<file path="src/rtl/lcd_pkg.sv">
// Shared types and constants for the character-LCD bus scheduler.
package lcd_pkg;

    // Transfer sequencing states; the encoding is exported on DBG_STATE.
    typedef enum logic [2:0] {
        IDLE  = 3'd0,
        SETUP = 3'd1,
        PULSE = 3'd2,
        HOLD  = 3'd3,
        WAIT  = 3'd4
    } lcd_state_e;

    // HD44780-style command codes used by the requesters.
    localparam logic [7:0] CMD_CLEAR        = 8'h01;
    localparam logic [7:0] CMD_HOME         = 8'h02;
    localparam logic [7:0] CMD_FUNCTION_SET = 8'h38;
    localparam logic [7:0] CMD_ENTRY_MODE   = 8'h06;
    localparam logic [7:0] CMD_DISPLAY_ON   = 8'h0c;
    localparam logic [7:0] CMD_SET_DDRAM    = 8'h80;

    // Default timing at 50 MHz (20 ns per cycle).
    localparam int unsigned DEF_SETUP_CYCLES     = 2;
    localparam int unsigned DEF_E_PULSE_CYCLES   = 12;
    localparam int unsigned DEF_HOLD_CYCLES      = 1;
    localparam int unsigned DEF_CMD_WAIT_CYCLES  = 2000;
    localparam int unsigned DEF_LONG_WAIT_CYCLES = 82000;
    localparam int unsigned DEF_CNT_W            = 17;

    // Clear (0x01) and return-home (0x02/0x03) need the long post-write wait.
    function automatic logic is_long_cmd(input logic rs, input logic [7:0] data);
        return (rs == 1'b0) && (data[7:2] == 6'd0) && (data[1:0] != 2'd0);
    endfunction

endpackage

</file>
<file path="src/rtl/lcd_rr_arbiter.sv">
// Two-way round-robin arbiter; the tie pointer moves only on an accepted transfer.
module lcd_rr_arbiter (
    input  logic       clk_i,
    input  logic       rst_i,
    input  logic [1:0] valid_i,
    input  logic       accept_i,
    output logic [1:0] grant_o
);

    // 0: req0 wins a tie, 1: req1 wins a tie
    logic prio_q, prio_d;

    // One-hot grant: a lone requester always wins, a tie goes to the pointer.
    always_comb begin
        grant_o = 2'b00;
        case (valid_i)
            2'b01:   grant_o = 2'b01;
            2'b10:   grant_o = 2'b10;
            2'b11:   grant_o = prio_q ? 2'b10 : 2'b01;
            default: grant_o = 2'b00;
        endcase
    end

    // After serving a requester, the next tie goes to the other one.
    always_comb begin
        prio_d = prio_q;
        if (accept_i) begin
            prio_d = grant_o[0];
        end
    end

    // Pointer register with synchronous reset favouring req0.
    always_ff @(posedge clk_i) begin
        if (rst_i) begin
            prio_q <= 1'b0;
        end else begin
            prio_q <= prio_d;
        end
    end

endmodule

</file>
<file path="src/rtl/lcd_bus_scheduler.sv">
// Shares the LCD pins between two byte writers and owns all E-strobe and busy-wait timing.
module lcd_bus_scheduler
    import lcd_pkg::*;
#(
    parameter int unsigned SETUP_CYCLES     = DEF_SETUP_CYCLES,
    parameter int unsigned E_PULSE_CYCLES   = DEF_E_PULSE_CYCLES,
    parameter int unsigned HOLD_CYCLES      = DEF_HOLD_CYCLES,
    parameter int unsigned CMD_WAIT_CYCLES  = DEF_CMD_WAIT_CYCLES,
    parameter int unsigned LONG_WAIT_CYCLES = DEF_LONG_WAIT_CYCLES,
    parameter int unsigned CNT_W            = DEF_CNT_W
) (
    input  logic       CLK_50MHZ,
    input  logic       BTN_SOUTH,
    input  logic       REQ0_VALID,
    input  logic       REQ0_RS,
    input  logic [7:0] REQ0_DATA,
    output logic       REQ0_READY,
    input  logic       REQ1_VALID,
    input  logic       REQ1_RS,
    input  logic [7:0] REQ1_DATA,
    output logic       REQ1_READY,
    output logic [7:0] LCD_DB,
    output logic       LCD_E,
    output logic       LCD_RS,
    output logic       LCD_RW,
    output logic       BUSY,
    output logic       GRANT_ID,
    output logic [2:0] DBG_STATE
);

    localparam longint unsigned MAX_A = (SETUP_CYCLES > E_PULSE_CYCLES) ?
                                        SETUP_CYCLES : E_PULSE_CYCLES;
    localparam longint unsigned MAX_B = (HOLD_CYCLES > MAX_A) ? HOLD_CYCLES : MAX_A;
    localparam longint unsigned MAX_C = (CMD_WAIT_CYCLES > MAX_B) ? CMD_WAIT_CYCLES : MAX_B;
    localparam longint unsigned MAX_WAIT = (LONG_WAIT_CYCLES > MAX_C) ? LONG_WAIT_CYCLES : MAX_C;

    // Reject a counter too narrow to reach the longest phase, or a zero-length phase.
    if (CNT_W < 1 || CNT_W > 32 || MAX_WAIT >= (64'd1 << CNT_W)) begin : g_bad_cnt_w
        $error("CNT_W too small for the configured waits");
    end
    if (SETUP_CYCLES < 1 || E_PULSE_CYCLES < 1 || HOLD_CYCLES < 1 ||
        CMD_WAIT_CYCLES < 1 || LONG_WAIT_CYCLES < 1) begin : g_bad_timing
        $error("all timing parameters must be at least 1");
    end

    localparam logic [CNT_W-1:0] SETUP_C = CNT_W'(SETUP_CYCLES);
    localparam logic [CNT_W-1:0] PULSE_C = CNT_W'(E_PULSE_CYCLES);
    localparam logic [CNT_W-1:0] HOLD_C  = CNT_W'(HOLD_CYCLES);
    localparam logic [CNT_W-1:0] CMD_C   = CNT_W'(CMD_WAIT_CYCLES);
    localparam logic [CNT_W-1:0] LONG_C  = CNT_W'(LONG_WAIT_CYCLES);
    localparam logic [CNT_W-1:0] ONE_C   = CNT_W'(1);

    lcd_state_e       state_q, state_d;
    logic [CNT_W-1:0] cnt_q, cnt_d;
    logic [7:0]       db_q, db_d;
    logic             rs_q, rs_d;
    logic             e_q, e_d;
    logic             gid_q, gid_d;
    logic             long_q, long_d;

    logic [1:0] grant;
    logic       accept;
    logic       sel_rs;
    logic [7:0] sel_data;

    lcd_rr_arbiter u_arb (
        .clk_i    (CLK_50MHZ),
        .rst_i    (BTN_SOUTH),
        .valid_i  ({REQ1_VALID, REQ0_VALID}),
        .accept_i (accept),
        .grant_o  (grant)
    );

    // READY only offered in IDLE outside reset; the arbiter grants only valid requesters.
    always_comb begin
        REQ0_READY = (state_q == IDLE) && !BTN_SOUTH && grant[0];
        REQ1_READY = (state_q == IDLE) && !BTN_SOUTH && grant[1];
        accept     = REQ0_READY | REQ1_READY;
        sel_rs     = grant[1] ? REQ1_RS   : REQ0_RS;
        sel_data   = grant[1] ? REQ1_DATA : REQ0_DATA;
    end

    // Next-state: each timed phase starts its count at 1 and exits when it equals its length.
    always_comb begin
        state_d = state_q;
        cnt_d   = cnt_q;
        db_d    = db_q;
        rs_d    = rs_q;
        e_d     = e_q;
        gid_d   = gid_q;
        long_d  = long_q;
        case (state_q)
            IDLE: begin
                if (accept) begin
                    state_d = SETUP;
                    cnt_d   = ONE_C;
                    db_d    = sel_data;
                    rs_d    = sel_rs;
                    gid_d   = grant[1];
                    long_d  = is_long_cmd(sel_rs, sel_data);
                end
            end
            SETUP: begin
                if (cnt_q == SETUP_C) begin
                    state_d = PULSE;
                    cnt_d   = ONE_C;
                    e_d     = 1'b1;
                end else begin
                    cnt_d = cnt_q + 1'b1;
                end
            end
            PULSE: begin
                if (cnt_q == PULSE_C) begin
                    state_d = HOLD;
                    cnt_d   = ONE_C;
                    e_d     = 1'b0;
                end else begin
                    cnt_d = cnt_q + 1'b1;
                end
            end
            HOLD: begin
                if (cnt_q == HOLD_C) begin
                    state_d = WAIT;
                    cnt_d   = ONE_C;
                end else begin
                    cnt_d = cnt_q + 1'b1;
                end
            end
            WAIT: begin
                if (cnt_q == (long_q ? LONG_C : CMD_C)) begin
                    state_d = IDLE;
                    cnt_d   = '0;
                end else begin
                    cnt_d = cnt_q + 1'b1;
                end
            end
            default: begin
                state_d = IDLE;
                cnt_d   = '0;
                e_d     = 1'b0;
            end
        endcase
    end

    // State, counter and pin registers; reset drops any in-flight byte.
    always_ff @(posedge CLK_50MHZ) begin
        if (BTN_SOUTH) begin
            state_q <= IDLE;
            cnt_q   <= '0;
            db_q    <= 8'h00;
            rs_q    <= 1'b0;
            e_q     <= 1'b0;
            gid_q   <= 1'b0;
            long_q  <= 1'b0;
        end else begin
            state_q <= state_d;
            cnt_q   <= cnt_d;
            db_q    <= db_d;
            rs_q    <= rs_d;
            e_q     <= e_d;
            gid_q   <= gid_d;
            long_q  <= long_d;
        end
    end

    assign LCD_DB    = db_q;
    assign LCD_RS    = rs_q;
    assign LCD_E     = e_q;
    assign LCD_RW    = 1'b0;
    assign BUSY      = (state_q != IDLE);
    assign GRANT_ID  = gid_q;
    assign DBG_STATE = state_q;

endmodule

</file>
<file path="config.mk">
export PLATFORM = sky130hd
export DESIGN_NAME = lcd_bus_scheduler
export DESIGN_NICKNAME = d
export VERILOG_FILES = /design/src/rtl/lcd_pkg.sv /design/src/rtl/lcd_rr_arbiter.sv /design/src/rtl/lcd_bus_scheduler.sv
export SDC_FILE = /design/constraint.sdc
export NUM_CORES = 1
export LEC_CHECK = 0
export CAP_MARGIN = 20
export CORE_MARGIN = 3
export CORE_UTILIZATION = 46
export DETAILED_ROUTE_END_ITERATION = 12
export GPL_ROUTABILITY_DRIVEN = 0
export PLACE_DENSITY = 0.77
export SLEW_MARGIN = 20
export SYNTH_ARGS = -nofsm -noshare
export SYNTH_HDL_FRONTEND = slang
export SYNTH_SLANG_ARGS = --single-unit
</file>
<file path="constraint.sdc">
create_clock -name CLK_50MHZ -period 2.3 [get_ports CLK_50MHZ]
set_input_delay 0.69 -clock CLK_50MHZ [delete_from_list [all_inputs] [get_ports CLK_50MHZ]]
set_output_delay 0.69 -clock CLK_50MHZ [all_outputs]
set_load 0.05 [all_outputs]
</file>
* Yosys cells after proc, flatten, opt, wreduce, memory -nomap -nowiden *
Index checks and enable logic that the tools add are counted.

operators by class
  $lt $le $gt $ge = 0
  eq/ne operators = 16
  div/mod/pow operators = 0
  add/sub/neg operators = 1
  bitwise operators = 3
  $mul = 0
  reduce and logical (&&, ||, !) cells = 14
  multiplexer cells = 20
  shift-type cells = 0

operator list
  kind                   number
  $mux 17                6
  $pmux 17 s5            1
  $add 17x1->17 const B  1
  $eq 17x1->1 const B    1
  $eq 17x17->1           1
  $eq 17x2->1 const B    1
  $eq 17x4->1 const B    1
  $mux 3                 5
  $pmux 3 s5             1
  $ne 2x2->1 const B     5
  $mux 8                 1
  $eq 3x2->1 const B     2
  $logic_not 6->1        1
  $pmux 2 s3             1
  $logic_and 1x1->1      5
  $reduce_and 5->1       1
  $eq 2x2->1 const B     2
  $eq 3x1->1 const B     1
  $eq 3x3->1 const B     1
  $logic_not 3->1        1
  $mux 1                 3
  $pmux 1 s3             1
  $reduce_and 3->1       1
  $reduce_bool 3->1      1
  other kinds (8)        9

storage, ports and cells
  memory bits (writable) = 0
  register bits = 33
  input port bits = 22
  latch bits = 0
  memories kept = 0
  memory bits (read-only) = 0
  logic and storage cells = 62
  output and inout bits = 18

* Logic depth before layout (Yosys ltp) *
Gate-level depths: netlist (run 1).

  depth in word-level cells = 6
  mapped depth = 8
  mapped depth without buffers = 7

* Hierarchy *
Synthesis (run 1) repeated with hierarchy kept, for this count alone.

second synthesis, totals
  cell total of the unflattened synthesis = 212
  area total of the unflattened synthesis = 1,853.0 um^2

modules (own cells, without submodules)
  module             area an instance (um^2)  cells an instance  instances  seq. area each (um^2)
  lcd_bus_scheduler  1,785.5                  205                1          640.6
  lcd_rr_arbiter     67.6                     7                  1          20.0

* Least setup slack after synthesis (run 1) *
OpenSTA, ideal clock, no wires.

  path type = input-to-output
  from = input REQ0_VALID
  to = output REQ0_READY
  setup slack = -989 ps
  stages on the path = 5
  path buffers = 1
  data arrival time = 2,599 ps
  data required time = 1,610 ps
  cells stage by stage = inv_1 > o21ai_1 > clkbuf_1 > nand2_1 > nor3_1

between the ends
  cells in the longest elaborated chain, start to end = 3
  elaborated cells on any way between the ends = 5
  those cells by class = eq/ne: 3; mux: 1; reduce/logical: 1

RTL lines
  what                                      line                     text
  start: declaration                        lcd_bus_scheduler.sv:14  input logic REQ0_VALID,
  $eq 2x2->1 or $eq 2x1->1 (tied branches)  lcd_rr_arbiter.sv:16     case (valid_i)
  $pmux 2 s3 (*)                            lcd_rr_arbiter.sv:16
  $logic_and 1x1->1 (*)                     lcd_bus_scheduler.sv:76  REQ0_READY = (state_q == IDLE) && !BTN_SOUTH && grant[0];
  end: declaration                          lcd_bus_scheduler.sv:17  output logic REQ0_READY,

Mark *: on every way between the ends. The rest lies on a longest branch, timed or not.

* Worst setup path in the final report (run 1) *
  from = input REQ1_VALID
  to = output REQ1_READY

between the ends
  cells in the longest elaborated chain, start to end = 3
  elaborated cells on any way between the ends = 5
  those cells by class = eq/ne: 3; mux: 1; reduce/logical: 1

RTL lines
  what                                      line                     text
  start: declaration                        lcd_bus_scheduler.sv:18  input logic REQ1_VALID,
  $eq 2x2->1 or $eq 2x1->1 (tied branches)  lcd_rr_arbiter.sv:16
  $pmux 2 s3 (*)                            lcd_rr_arbiter.sv:16
  $logic_and 1x1->1 (*)                     lcd_bus_scheduler.sv:77  REQ1_READY = (state_q == IDLE) && !BTN_SOUTH && grant[1];
  end: declaration                          lcd_bus_scheduler.sv:21  output logic REQ1_READY,

Marked as above.

==> results of run 1 <==
worst max-delay path, stage by stage:
cell and delay, ns:
dlygate4sd2_1 0.26, o21ai_4 0.09, buf_4 0.15, nor3_4 0.15, buf_6 0.17
flip-flops by register name, summed over array words and instances, names as in the netlist:
name          flops
u_arb.prio_q      1
long_q            1
LCD_RS            1
LCD_E             1
cnt_q            17
DBG_STATE         3
LCD_DB            8
GRANT_ID          1
worst min-delay path by stage:
stage,from,end,slack [ns],depth (start not counted)
global route,LCD_DB[0]$_SDFFE_PP0P_,LCD_DB[0]$_SDFFE_PP0P_,0.54,2
detailed placement,GRANT_ID$_SDFFE_PP0P_,GRANT_ID$_SDFFE_PP0P_,0.49,2
finish,LCD_DB[6]$_SDFFE_PP0P_,LCD_DB[6]$_SDFFE_PP0P_,0.50,2
floorplan,cnt_q[11]$_SDFFE_PP0P_,cnt_q[11]$_SDFFE_PP0P_,0.48,2
global placement,GRANT_ID$_SDFFE_PP0P_,GRANT_ID$_SDFFE_PP0P_,0.47,2
CTS,LCD_DB[6]$_SDFFE_PP0P_,LCD_DB[6]$_SDFFE_PP0P_,0.50,2
final cells by class:
type,instances,area [sq um]
well taps,50,62.56
multi-input cells,186,1269
clock inverters,2,10.01
clock buffers,6,72.57
flip-flops and latches,33,660.6
fillers,355,1444
inverters,8,45.04
repair buffers,54,523.0
cell usage in the layout, fill, tap and decap left out, types with 3 or more instances in the layout:
cell type / n
nor4_4: 3
ha_1: 4
o32ai_1: 10
o31a_1: 3
clkdlybuf4s50_1: 29
nor3_4: 3
clkbuf_8: 5
and2_1: 5
a211oi_1: 9
nand3_1: 9
dfxtp_1: 33
nand4_1: 5
nor3_1: 14
mux2i_1: 9
o31ai_1: 3
nor2_1: 26
xnor2_1: 6
nand2_1: 19
buf_4: 17
a21oi_1: 15
nor2b_1: 4
buf_12: 3
inv_1: 6
o21ai_0: 3
a311oi_1: 3
nor4_1: 6
power breakdown:
| group | switching, mW | internal (mW) |
|---|---|---|
| Combinational | 0.749 | 0.477 |
| Sequential | 0.102 | 0.655 |
| Clock | 0.213 | 0.210 |
| Total | 1.06 | 1.34 |
stage by stage:
| step | setup TNS, ns | power, mW | worst slack (ns) |
|---|---|---|---|
| after CTS | 0 | 2.416 | 0.08241 |
| after detailed placement | -2.005 | 1.990 | -0.3091 |
| final | 0 | 2.405 | 0.09493 |
| after global routing | 0 | 2.551 | 0.02051 |
| after floorplan | -0.02955 | 1.571 | -0.02955 |
| after global placement | -1.832 | 1.977 | -0.2948 |
timing repair:
item / in CTS / in global routing
hold buffers: 0 / 0
setup endpoints to repair: 2 / 0
resized for setup: 8 / 0
endpoints found under the hold margin: 0 / 0
kinds of logic (layout without fill, tap and decap cells):
kind of cell | Yosys count | after routing | share of synthesized area, %
DFF | 33 | 33 | 33.33
and+or+nand+nor | 104 | 104 | 28.22
AOI/OAI and AO/OA | 62 | 62 | 23.23
other | 1 | 1 | 0.1892
adders and majority gates | 4 | 4 | 2.525
xor gates and xnor gates | 6 | 6 | 2.651
muxes | 9 | 9 | 4.546
buffers and inverters | 24 | 70 | 5.303
metal layers:
metal | vias up | track usage (%) | part of all wire (%)
met3 | 4 | 3.787 | 5.2
met5 | - | 0 | 0
li1 | 1000 | - | -
met4 | 0 | 6.054 | 0.82
met2 | 51 | 32.24 | 48
met1 | 907 | 30.02 | 46
==> impl_metrics.csv, run 1 <==
group,metric,value,unit
status,status,"finished, final reports clean",
timing,fmax,453.5,MHz
pwr,leakagePower,0.9957,nW
final_layout,drive_gt1_share,16.26,%
global_route,grt_pass1_vias,1787,
detailed_routing,ant_nets,0,
yosys,yosysSeqAreaShare,33.33,%
global_route,grt_pass1_wl,8.666,mm
yosys,synthTopCellsByCount,"dfxtp_1, nor2_1, nand2_1",
global_route,antenna_found_initial,0,
detailed_routing,wl,5.023,mm
pwr,ir_drop,0.6672,mV
floorplan,die_h,71.64,um
clock_network,h-tree-depth,2,
global_route,grt-ovfl-total,0,
placement,placed_cell_area,2560,sq um
final_layout,fin_nets,314,
yosys,ys_async_sr_fraction,0,%
setup_path,crit_required,1.61,ns
timing,post-route-min-period,2.205,ns
final_layout,post-route-cell-area,2643,sq um
yosys,synth_ff_type,"dfxtp_1",
yosys,synthesis.nets,269,
floorplan,core_area,4086,sq um
setup_path,critPathCaptureType,"primary output",
setup_path,crit_path_end,"REQ1_READY",
yosys,yosys.cell_types.count,46,
timing,hold_violations,0,
yosys,yosysWarnings,0,
placement,place.port_buffers,38,
floorplan,die_w,71.64,um
yosys,syn_area,1982,sq um
timing,setup_viol,0,
yosys,syn_inst,243,
clock_network,cts_setup_buffers,0,
setup_path,r2r-end,"DBG_STATE[2]$_SDFFE_PP0P_",
detailed_routing,vias_per_cell,5.788,
clock_network,cts_root_buf,"clkbuf_8",
timing,slew_viol_final,0,
floorplan,io_pins,40,
clock_network,insertion_delay,0.28,ns
clock_network,cts_sinks,33,
clock_network,clockBufferDepth,2,
setup_path,path_max_fanout,2,
placement,dp.final_hpwl,3.815,mm
yosys,synth-seq-cells,33,
timing,slew-limit-headroom,64.81,%
floorplan,dieArea,5132,sq um
clock_network,numCtsBuffers,5,
global_route,grt_max_degree,21,
floorplan,initial_core_util,48.50,%
yosys,yosys.area.top_type_share,33.33,%
pwr,powerDensity,910.3,nW/um^2
detailed_routing,drt_pass1_iterations,4,
setup_path,r2r_slack,0.25,ns
yosys,synth_most_common_cell,"dfxtp_1",
timing,worst_slew_pin_slew,0.5261,ns
setup_path,r2r-start,"cnt_q[8]$_SDFFE_PP0P_",
placement,dp.cells,331,
setup_path,cp.arrival,1.52,ns
timing,hold_ws,0.4984,ns
clock_network,cts_tree,"built",
setup_path,crit_start,"REQ1_VALID",
clock_network,path_clk_slew,0.06,ns
timing,rsz0062_at_grt,"false",
final_layout,n_antenna_cell,0,
setup_path,criticalPathCategory,"in2out",
floorplan,fp-row-count,23,
yosys,synth_edf_count,0,
timing,skew,0.004704,ns
setup_path,cp-start-kind,"primary input",
final_layout,area_growth,33.33,%
detailed_routing,drc_errors,0,
final_layout,final_core_util,64.67,%
detailed_routing,routed-via-count,1962,
global_route,grt_usage,20.98,%
timing,period_share,95.87,%
hold_path,min_path_type,"reg2reg",
detailed_routing,wl_per_cell,14.82,um
final_layout,stdcell_count,339,
detailed_routing,drt_iter0_drc,154,
yosys,syn_avg_cell_area,8.156,sq um
setup_path,worst_r2r_path_depth,5,
yosys,synth_top_area_cell,"dfxtp_1",
yosys,yosys-top-cells-area,"dfxtp_1, nor2_1, mux2i_1",
job,drv_cap,0,
Power figures use the tool's default switching activity.
==> inputs of run 2 (changes only) <==
Clock period 2.3 ns to 1.8 ns, I/O delays scaled along.
==> impl_metrics.csv, run 2 (synthesized netlist as in run 1, its figures left out) <==
group,metric,value,unit
setup_path,critPathCaptureType,"register",
clock_network,insertion_delay,0.28,ns
pwr,fin_total_pwr,3.646,mW
setup_path,slowest_delay,0.52,ns
global_route,grt_max_degree,16,
floorplan,die_h,71.64,um
final_layout,final_common_cell,"buf_4",
timing,post-route-min-period,1.923,ns
detailed_routing,routed-via-count,2267,
detailed_routing,drc_errors,0,
hold_path,min_delay_path_depth,2,
detailed_routing,ant_nets,0,
final_layout,post-route-cell-area,3269,sq um
setup_path,crit_buf_inv,0,
placement,dp.final_hpwl,4.413,mm
timing,setup_viol,21,
setup_path,crit_chain,"nor4_4, nand4_1, o21a_4, or4_1, a21oi_1",
setup_path,crit_family,"simple AND/OR/NAND/NOR gates",
floorplan,initial_core_util,48.50,%
detailed_routing,wl,6.477,mm
placement,dp.cells,370,
final_layout,area_growth,64.96,%
setup_path,crit_required,2.00,ns
timing,fmax,519.9,MHz
clock_network,cts_sinks,33,
detailed_routing,wl_per_cell,16.65,um
clock_network,clockBufferDepth,2,
timing,setup_ws,-0.1234,ns
clock_network,cts_tree,"built",
timing,period_share,106.9,%
clock_network,path_clk_slew,0.07,ns
timing,rsz0062_at_grt,"true",
floorplan,io_pins,40,
setup_path,cp.arrival,2.12,ns
setup_path,path_depth,5,
detailed_routing,vias_per_cell,5.828,
pwr,ir_drop,0.8028,mV
setup_path,path_max_fanout,6,
global_route,grt_pass1_vias,2283,
timing,hold_violations,0,
setup_path,cp-start-kind,"register",
placement,dp_slack,-0.5717,ns
clock_network,cts_root_buf,"clkbuf_8",
final_layout,top_register,"cnt_q",
clock_network,numCtsBuffers,5,
global_route,grt_pass1_wl,10.67,mm
global_route,antenna_found_initial,0,
final_layout,final_cell_mix,"buf_4, dfxtp_1, nor2_1",
clock_network,h-tree-depth,2,
final_layout,stdcell_count,389,
global_route,grt-ovfl-total,0,
setup_path,critPathSlowestCell,"or4_1",
placement,place.port_buffers,38,
floorplan,fp-row-count,23,
final_layout,fin_nets,366,
final_layout,largest_reg_flops,17,
status,status,"finished with violations",
job,drv_cap,0,
detailed_routing,drt_iter0_drc,196,
floorplan,die_w,71.64,um
pwr,leakagePower,1.313,nW
pwr,powerDensity,1115,nW/um^2
detailed_routing,drt_pass1_iterations,4,
hold_path,min_path_type,"reg2reg",
floorplan,core_area,4086,sq um
setup_path,criticalPathCategory,"reg2reg",
timing,worst_slew_pin_slew,0.5364,ns
final_layout,drive_gt1_share,41.30,%
floorplan,dieArea,5132,sq um
timing,slew_viol_final,0,
status,violations,"negative setup slack",
timing,skew,0.007949,ns
global_route,grt_usage,26.16,%
final_layout,n_antenna_cell,0,
placement,placed_cell_area,2894,sq um
setup_path,worst_r2r_path_depth,5,
timing,slew-limit-headroom,64.11,%
[run 2: stage by stage]
stage	utilization, %	hold WS, ns	setup TNS [ns]
finish	80.01	0.4966	-1.335
global route	80.01	0.5251	-3.393
CTS	77.40	0.5022	-0.9889
detailed placement	70.82	0.4822	-10.09
global placement	70.82	0.4808	-9.311
floorplan	-	0.4760	-0.3573
[run 2: layout make-up]
class,instances,area [sq um]
Sequential cell,33,675.6
Tap cell,50,62.56
Inverter,8,45.04
Clock buffer,5,68.82
Clock inverter,1,5.005
Timing Repair Buffer,106,949.7
Fill cell,237,817.0
Multi-Input combinational cell,186,1463
[run 2: power breakdown]
part | switching (mW) | internal [mW] | total [mW]
Sequential | 0.0953 | 0.849 | 0.944
Combinational | 1.25 | 0.945 | 2.19
Clock | 0.256 | 0.254 | 0.510
Total | 1.60 | 2.05 | 3.65
[run 2: metal layers]
metal	part of all wire (%)	track usage, %
met2	53	46.84
met5	0	0
met1	40	29.78
met4	2.1	11.06
met3	4.2	5.610
[run 2: worst reg2reg max path, cell delays in order (launching register included)]
cell     delay, ns
dfxtp_2       0.33
nor4_4        0.34
nand4_1       0.23
o21a_4        0.29
or4_1         0.52
a21oi_1       0.13
[run 2: path summary, 6_finish.rpt]
check / startpoint / endpoint / slack [ns]
worst min register to register: LCD_RS$_SDFFE_PP0P_ / LCD_RS$_SDFFE_PP0P_ / 0.50
worst min-delay path: LCD_RS$_SDFFE_PP0P_ / LCD_RS$_SDFFE_PP0P_ / 0.50
worst max register to register: cnt_q[8]$_SDFFE_PP0P_ / DBG_STATE[2]$_SDFFE_PP0P_ / -0.12
worst max-delay path: cnt_q[8]$_SDFFE_PP0P_ / DBG_STATE[2]$_SDFFE_PP0P_ / -0.12
[run 2: what timing repair did]
item | in CTS | in global routing
gates resized for setup | 32 | 17
buffers inserted | 8 | 6
hold buffers | 0 | 0
endpoints found under the setup margin | 32 | 23
pin swaps | 21 | 12
==> inputs of run 3 (changes only) <==
Settings changed: CORE_UTILIZATION 46 to 51, PLACE_DENSITY 0.77 to 0.81.
Clock period 1.8 ns to 2.01 ns, I/O delays scaled along.
==> impl_metrics.csv, run 3 (synthesized netlist as in run 1, its figures left out) <==
group,metric,value,unit
clock_network,numCtsBuffers,5,
timing,setup_viol,0,
clock_network,h-tree-depth,2,
global_route,antenna_found_initial,0,
setup_path,critPathCaptureType,"register",
detailed_routing,drc_errors,0,
timing,skew,0.004131,ns
setup_path,crit_start,"cnt_q[10]$_SDFFE_PP0P_",
clock_network,holdBufCountCts,0,
job,drv_cap,0,
setup_path,crit_required,2.22,ns
final_layout,final_common_cell,"buf_4",
clock_network,cts_root_buf,"clkbuf_8",
floorplan,io_pins,40,
timing,post-route-min-period,1.971,ns
clock_network,cts_tree,"built",
timing,hold_ws,0.4983,ns
setup_path,worst_r2r_path_depth,5,
final_layout,final_cell_mix,"buf_4, dfxtp_1, nor2_1",
global_route,grt-ovfl-total,0,
global_route,grt_max_degree,20,
hold_path,min_path_type,"reg2reg",
setup_path,r2r_slack,0.04,ns
setup_path,cp.arrival,2.19,ns
floorplan,die_h,68.34,um
setup_path,path_max_fanout,7,
timing,slew_viol_final,0,
detailed_routing,vias_per_cell,5.855,
pwr,fin_total_pwr,2.892,mW
final_layout,post-route-cell-area,2848,sq um
final_layout,area_growth,43.69,%
pwr,leakagePower,1.142,nW
detailed_routing,wl_per_cell,15.62,um
timing,setup_ws,0.03881,ns
setup_path,r2r-end,"DBG_STATE[2]$_SDFFE_PP0P_",
detailed_routing,wl,5.608,mm
floorplan,fp-row-count,22,
pwr,powerDensity,1016,nW/um^2
setup_path,crit_path_end,"DBG_STATE[2]$_SDFFE_PP0P_",
setup_path,r2r-start,"cnt_q[10]$_SDFFE_PP0P_",
floorplan,initial_core_util,53.33,%
placement,dp.final_hpwl,4.057,mm
final_layout,top_register,"cnt_q",
floorplan,core_area,3716,sq um
timing,period_share,98.07,%
detailed_routing,drt_pass1_iterations,4,
clock_network,insertion_delay,0.29,ns
clock_network,path_clk_slew,0.07,ns
placement,dp_slack,-0.4214,ns
clock_network,cts_sinks,33,
global_route,grt_pass1_wl,9.294,mm
status,status,"finished, final reports clean",
timing,hold_violations,0,
placement,place.port_buffers,38,
detailed_routing,drt_iter0_drc,203,
placement,placed_cell_area,2666,sq um
pwr,ir_drop,0.6789,mV
final_layout,drive_gt1_share,28.94,%
setup_path,criticalPathCategory,"reg2reg",
setup_path,cp-start-kind,"register",
detailed_routing,routed-via-count,2102,
timing,fmax,507.3,MHz
global_route,grt_usage,26.23,%
global_route,grt_pass1_vias,1989,
floorplan,die_w,68.34,um
clock_network,clockBufferDepth,2,
floorplan,dieArea,4670,sq um
final_layout,fin_nets,337,
detailed_routing,ant_nets,0,
final_layout,largest_reg_flops,17,
final_layout,n_antenna_cell,0,
-- run 3: changes by cell type in the layout (fill, tap and decap cells not counted), sizes merged --
cell           delta
buf              -30
clkbuf            +2
clkinv            -1
clkdlybuf4s15     +1
-- run 3: worst max-delay path, cell delays in order, from the launching register on --
cell     delay, ns
dfxtp_4       0.36
nor4_4        0.37
a22oi_2       0.17
o311a_4       0.37
or4_1         0.47
a21oi_1       0.15
-- run 3: what timing repair did --
item | in CTS | in global routing
gates resized for setup | 12 | 10
buffers inserted | 1 | 6
pin swaps | 6 | 10
setup endpoints to repair | 22 | 12
endpoints found under the hold margin | 0 | 0
-- run 3: stage by stage --
stage	std cells	setup TNS, ns	util (%)
floorplan	243	-0.1456	-
global placement	346	-9.069	71.75
detailed placement	346	-9.578	71.75
CTS	354	0	74.71
global route	359	-0.007402	76.63
finish	359	0	76.63
-- run 3: worst min path at each step --
stage / from / endpoint / slack (ns) / cells past startpoint
final: LCD_E$_SDFFE_PP0P_ / LCD_E$_SDFFE_PP0P_ / 0.50 / 2
after global routing: LCD_DB[1]$_SDFFE_PP0P_ / LCD_DB[1]$_SDFFE_PP0P_ / 0.53 / 2
after CTS: cnt_q[6]$_SDFFE_PP0P_ / cnt_q[6]$_SDFFE_PP0P_ / 0.50 / 2
after detailed placement: LCD_E$_SDFFE_PP0P_ / LCD_E$_SDFFE_PP0P_ / 0.49 / 2
after global placement: GRANT_ID$_SDFFE_PP0P_ / GRANT_ID$_SDFFE_PP0P_ / 0.48 / 2
after floorplan: cnt_q[11]$_SDFFE_PP0P_ / cnt_q[11]$_SDFFE_PP0P_ / 0.48 / 2
-- run 3: area by class of cell --
class | instances | area, sq um
Tap cell | 48 | 60.06
Multi-Input combinational cell | 186 | 1300
Fill cell | 255 | 868.3
Sequential cell | 33 | 674.4
Inverter | 8 | 45.04
Clock buffer | 7 | 86.33
Timing Repair Buffer | 77 | 681.9
-- run 3: routing by layer --
metal | wire length [um] | part of all wire [%] | vias to the layer above | GRT usage [%]
met5 | 0 | 0 | - | 0
li1 | - | - | 1039 | -
met4 | 97 | 1.7 | 0 | 7.692
met3 | 321 | 5.7 | 11 | 5.911
met2 | 2704 | 48 | 70 | 43.32
met1 | 2485 | 44 | 982 | 33.97
-- run 3: where the power goes --
part	internal (mW)	switching, mW
Combinational	0.606	0.893
Clock	0.272	0.237
Sequential	0.761	0.124
